## src/rtl/event_timestamper_if.sv

```systemverilog
// Capture stream from the timestamper to its consumer.
// The timestamper drives the master side and the consumer drives the slave side.
interface event_timestamper_if #(
  parameter int TS_W = 51
) ();
  logic            out_valid;
  logic            out_ready;
  logic [TS_W-1:0] out_ts;

  modport master (output out_valid, output out_ts, input out_ready);
  modport slave  (input out_valid, input out_ts, output out_ready);
endinterface

```

## src/rtl/event_timestamper.sv

```systemverilog
// Edge-triggered timestamp capture into a first-word-fall-through FIFO, drained over a valid/ready stream.
// Optional feature macro: EVT_TS_DROP_COUNT_EN adds a saturating drop_count output.
module event_timestamper #(
  parameter int TS_W      = 51,
  parameter int DEPTH     = 8,
  parameter int ADDR_W    = 3,
  parameter int EDGE_MODE = 0
) (
  input  logic              clk,
  input  logic              reset,
  input  logic [TS_W-1:0]   ts_in,
  input  logic              evt_in,
  event_timestamper_if.master stream,
  output logic [ADDR_W:0]   fifo_level,
  output logic              overflow,
  input  logic              clear_ovf
`ifdef EVT_TS_DROP_COUNT_EN
  ,
  output logic [15:0]       drop_count
`endif
);

  logic [TS_W-1:0] mem [DEPTH];

  logic            evt_q_reg;
  logic [ADDR_W:0] rd_ptr_reg, rd_ptr_next;
  logic [ADDR_W:0] wr_ptr_reg, wr_ptr_next;
  logic            out_valid_reg;
  logic [TS_W-1:0] out_ts_reg;
  logic            overflow_reg;

  logic rise, fall, evt_edge;
  logic full, pop, push, drop;
  logic head_bypass, not_empty_next;

  assign rise = evt_in & ~evt_q_reg;
  assign fall = ~evt_in & evt_q_reg;

  generate
    if (EDGE_MODE == 0) begin : g_rise
      assign evt_edge = rise;
    end else if (EDGE_MODE == 1) begin : g_fall
      assign evt_edge = fall;
    end else begin : g_both
      assign evt_edge = rise | fall;
    end
  endgenerate

  always_comb begin
    full = (wr_ptr_reg[ADDR_W] != rd_ptr_reg[ADDR_W]) &&
           (wr_ptr_reg[ADDR_W-1:0] == rd_ptr_reg[ADDR_W-1:0]);
    pop  = out_valid_reg & stream.out_ready;
    // A full FIFO still accepts a capture when the head is leaving this cycle.
    push = evt_edge & (~full | pop);
    drop = evt_edge & full & ~pop;
    rd_ptr_next = rd_ptr_reg + {{ADDR_W{1'b0}}, pop};
    wr_ptr_next = wr_ptr_reg + {{ADDR_W{1'b0}}, push};
    not_empty_next = (wr_ptr_next != rd_ptr_next);
    // The new head is the word being written right now, so it cannot come from memory yet.
    head_bypass = push && (wr_ptr_reg[ADDR_W-1:0] == rd_ptr_next[ADDR_W-1:0]);
  end

  always_ff @(posedge clk) begin
    if (push) begin
      mem[wr_ptr_reg[ADDR_W-1:0]] <= ts_in;
    end
  end

  always_ff @(posedge clk) begin
    evt_q_reg <= evt_in;
    if (reset) begin
      rd_ptr_reg    <= '0;
      wr_ptr_reg    <= '0;
      out_valid_reg <= 1'b0;
      out_ts_reg    <= '0;
      overflow_reg  <= 1'b0;
    end else begin
      rd_ptr_reg    <= rd_ptr_next;
      wr_ptr_reg    <= wr_ptr_next;
      out_valid_reg <= not_empty_next;
      if (not_empty_next) begin
        out_ts_reg <= head_bypass ? ts_in : mem[rd_ptr_next[ADDR_W-1:0]];
      end
      if (drop) begin
        overflow_reg <= 1'b1;
      end else if (clear_ovf) begin
        overflow_reg <= 1'b0;
      end
    end
  end

`ifdef EVT_TS_DROP_COUNT_EN
  logic [15:0] drop_count_reg;

  always_ff @(posedge clk) begin
    if (reset) begin
      drop_count_reg <= '0;
    end else if (clear_ovf) begin
      drop_count_reg <= drop ? 16'd1 : 16'd0;
    end else if (drop && (drop_count_reg != 16'hFFFF)) begin
      drop_count_reg <= drop_count_reg + 16'd1;
    end
  end

  assign drop_count = drop_count_reg;
`endif

  assign stream.out_valid = out_valid_reg;
  assign stream.out_ts    = out_ts_reg;
  assign fifo_level       = wr_ptr_reg - rd_ptr_reg;
  assign overflow         = overflow_reg;

endmodule

```

## src/flat_wrapper.sv

```systemverilog
// flat-port wrapper written by rule: the top's interface ports become plain ports
module event_timestamper_flat 
#(
  parameter int TS_W      = 51,
  parameter int DEPTH     = 8,
  parameter int ADDR_W    = 3,
  parameter int EDGE_MODE = 0
)
  (clk, reset, ts_in, evt_in, fifo_level, overflow, clear_ovf, stream_out_valid, stream_out_ts, stream_out_ready);
  event_timestamper_if #(.TS_W(TS_W)) stream_i ();
  input  logic clk;
  input  logic reset;
  input  logic [TS_W-1:0] ts_in;
  input  logic evt_in;
  output logic [ADDR_W:0] fifo_level;
  output logic overflow;
  input  logic clear_ovf;
  output wire logic [$bits(stream_i.out_valid)-1:0] stream_out_valid;
  output wire logic [$bits(stream_i.out_ts)-1:0] stream_out_ts;
  input wire logic [$bits(stream_i.out_ready)-1:0] stream_out_ready;
  assign stream_out_valid = stream_i.out_valid;
  assign stream_out_ts = stream_i.out_ts;
  assign stream_i.out_ready = stream_out_ready;
  event_timestamper #(.TS_W(TS_W), .DEPTH(DEPTH), .ADDR_W(ADDR_W), .EDGE_MODE(EDGE_MODE)) u_core (.clk(clk), .reset(reset), .ts_in(ts_in), .evt_in(evt_in), .stream(stream_i), .fifo_level(fifo_level), .overflow(overflow), .clear_ovf(clear_ovf));
endmodule
```

## config.mk

```make
export PLATFORM = sky130hd
export DESIGN_NAME = event_timestamper_flat
export DESIGN_NICKNAME = d
export VERILOG_FILES = /design/src/rtl/event_timestamper_if.sv /design/src/rtl/event_timestamper.sv /design/src/flat_wrapper.sv
export SDC_FILE = /design/constraint.sdc
export NUM_CORES = 1
export LEC_CHECK = 0
export ABC_AREA = 0
export CAP_MARGIN = 20
export CORE_ASPECT_RATIO = 1.2
export CORE_UTILIZATION = 39
export DETAILED_ROUTE_END_ITERATION = 7
export DONT_BUFFER_PORTS = 1
export HOLD_SLACK_MARGIN = 0.08
export SLEW_MARGIN = 30
export SYNTH_ARGS = -nofsm -noshare
export SYNTH_HDL_FRONTEND = slang
export SYNTH_SLANG_ARGS = --single-unit
```

## constraint.sdc

```tcl
create_clock -name clk -period 8.2 [get_ports clk]
set_clock_uncertainty 0.15 [all_clocks]
set_input_delay 1.64 -clock clk [delete_from_list [all_inputs] [get_ports clk]]
set_output_delay 1.64 -clock clk [all_outputs]
set_load 0.05 [all_outputs]
```

==> results.sh <==
export IMPL_overflow=0
export IMPL_final_seq_area_um2=13500
export IMPL_drive_above_1_share_pct=20.6
export IMPL_fp_dieH_um=237
export IMPL_cts_max_path_buffers=3
export IMPL_fp_dieW_um=198
export IMPL_yosysSeqAreaShare_pct=74.9
export IMPL_drv_cap=0
export IMPL_synthAdderAreaFrac_pct=0.597
export IMPL_synth_top_family_by_area="multiplexers"
export IMPL_hold_viol=0
export IMPL_antenna_found_initial=0
export IMPL_critPathBufInv=2
export IMPL_drt_iter0_drc=534
export IMPL_clk_latency_ns=0.57
export IMPL_synthMuxAreaShare_pct=12.7
export IMPL_dp_hpwl_um=22800
export IMPL_holdBufCountCts=0
export IMPL_crit_path_start_kind="input pin"
export IMPL_vdd_drop_max_uv=184
export IMPL_power_density_nw_per_um2=284
export IMPL_synthSimpleGateAreaFrac_pct=6.25
export IMPL_fmax_mhz=206
export IMPL_track_usage_pct=17.6
export IMPL_final_cell_mix="edfxtp_1, nand2_1, mux4_2"
export IMPL_core_rowCount=85
export IMPL_syn_avg_cell_area_um2=18.9
export IMPL_initial_core_util_pct=39.9
export IMPL_synth_top_cell_area_share_pct=68.0
export IMPL_slew_violations=0
export IMPL_path_delay_family="buffers and inverters"
export IMPL_n_fill_cell=3882
export IMPL_antenna_left=0
export IMPL_cpPeakStageDelay_ns=0.76
export IMPL_synthXorXnorAreaFrac_pct=0.833
export IMPL_portBuffers=0
export IMPL_numClockSinks=470
export IMPL_synthesis_area_um2=18000
export IMPL_yosysUniqueCellTypes=27
export IMPL_cp_max_fo=37
export IMPL_globalplace_congestion=0.680
export IMPL_grt_first_pass_wirelength_um=60400
export IMPL_dr_total_vias=8751
export IMPL_synth_top_cells_by_area="edfxtp_1, mux4_2, dfxtp_1"
export IMPL_nets=1035
export IMPL_setup_viol=0
export IMPL_grt_max_degree=64
export IMPL_cp_cell_sequence="and2_1 -> ha_4 -> ha_4 -> xnor2_4 -> buf_4 -> xnor2_1 -> and4b_2 -> buf_4 -> nand2b_1 -> a32o_1"
export IMPL_synth_cells=953
export IMPL_outcome="completed"
export IMPL_postCtsSetupBuffers=0
export IMPL_whs_ns=0.435
export IMPL_synth_largest_area_cell="edfxtp_1"
export IMPL_cp_required_ns=8.51
export IMPL_multi_input_area_um2=4340
export IMPL_slew_headroom_pct=38.2
export IMPL_clock_tree_root_cell="clkbuf_16"
export IMPL_grt_pass1_vias=9360
export IMPL_cpMaxStageDelayCell="and4b_2"
export IMPL_ios=113
export IMPL_worst_pin_slew_ns=0.927
export IMPL_crit_path_end_kind="register"
export IMPL_wl_um=40300
export IMPL_rsz0062_at_grt="no"
export IMPL_leakage_nw=6.40
export IMPL_ctsResizeCount=0
export IMPL_vias_per_cell=5.41
export IMPL_largest_reg_flops=408
export IMPL_areaGrowthSynthToFinish_pct=13.4
export IMPL_ys_ff_latch=470
export IMPL_dr_pass1_iters=5
export IMPL_hold_path_class="reg2reg"
export IMPL_wire_per_inst_um=24.9
export IMPL_drc=0
export IMPL_final_common_cell="edfxtp_1"
export IMPL_hold_depth=2
export IMPL_finalCritPeriodShare_pct=59.3
export IMPL_coreArea_um2=45200
export IMPL_numCtsBuffers=49
export IMPL_setup_tns_ns=0
export IMPL_dieArea_um2=47100
export IMPL_critical_path_class="in2reg"
export IMPL_synth_compound_area_share_pct=3.03
export IMPL_yosys_warnings=0
export IMPL_min_period_ns=4.86
export IMPL_crit_cells=10
export IMPL_cp_data_arrival_time_ns=5.17
export IMPL_cts_clk_slew_worst_paths_ns=0.06
export IMPL_cts_tree="built"
export IMPL_htree_levels=2
export IMPL_rr_worst_depth=10
export IMPL_synth_fp_nets=1017
## metal layers
metal	vias up	track usage [%]	share of wire, %
met5	-	0	0
met4	0	5.12	2.0
met3	52	4.37	6.0
met2	207	30.1	52
met1	4653	22.0	40
li1	3839	-	-
## power breakdown
part | switching (mW) | leakage, nW | total (mW) | internal, mW
sequential | 0.364 | 4.20 | 3.07 | 2.70
combinational | 0.325 | 1.45 | 0.633 | 0.308
clock | 0.876 | 0.753 | 2.11 | 1.23
total | 1.56 | 6.40 | 5.81 | 4.25
## final cells by class
class | instances | area share [%]
antenna | 1 | 0.0122
multi-input combinational | 418 | 21.2
tap | 609 | 3.73
clock buffer | 68 | 6.75
timing repair buffer | 25 | 1.37
sequential | 470 | 66.0
clock inverter | 21 | 0.753
inverter | 7 | 0.129
## metrics by stage
step           cells  worst slack, ns  util, %  area (um2)  power, mW
4_1_cts         1616             3.30     45.1       20400       5.89
3_3_place_gp    1524             2.81     41.5       18800       3.77
5_1_grt         1618             3.13     45.2       20400       6.03
6_report        1619             3.34     45.2       20400       5.81
2_1_floorplan    953             1.94        -       18000       3.59
3_5_place_dp    1527             2.68     41.7       18800       3.78
## worst reg2reg max path: stages, from the launching register on
cell and delay [ns]:
dfxtp_1 0.48, and2_1 0.33, ha_4 0.20, ha_4 0.19
xnor2_4 0.56, buf_4 0.58, xnor2_1 0.14, and4b_2 0.76
buf_4 0.52, nand2b_1 0.13, a32o_1 0.27
## worst paths after layout
check | from | endpoint | slack (ns)
worst max register to register | u_core.stream.out_valid | u_core.stream.out_ts[1] | 3.78
worst min register to register | u_core.rd_ptr_reg[3] | u_core.rd_ptr_reg[3] | 0.43
worst max-delay path | stream_out_ready | u_core.stream.out_ts[1] | 3.34
worst min-delay path | u_core.rd_ptr_reg[3] | u_core.rd_ptr_reg[3] | 0.43
## synth_stat cells
cell type / number
mux4_2: 102
nor2b_1: 6
a32o_1: 51
a21oi_1: 2
xnor2_4: 1
and2_1: 1
buf_4: 6
fa_1: 1
nand2_1: 106
buf_2: 28
nor3_1: 3
xor2_1: 4
a21o_1: 1
o31a_1: 1
o21ba_1: 1
nand2b_1: 52
dfxtp_1: 62
nor3_2: 1
nand3_1: 55
xnor2_1: 10
and4b_1: 1
edfxtp_1: 408
inv_1: 7
ha_1: 7
nand4b_1: 1
nor2_1: 11
clkbuf_1: 24
## cells by family after synthesis
kind of cell,after synthesis
DFF,470
muxes,102
xor gates and xnor gates,15
buffers and inverters,65
and+or+nand+nor,237
adders and majority gates,8
AOI/OAI and AO/OA,56
Note: power is estimated with default switching activity, not from simulation.
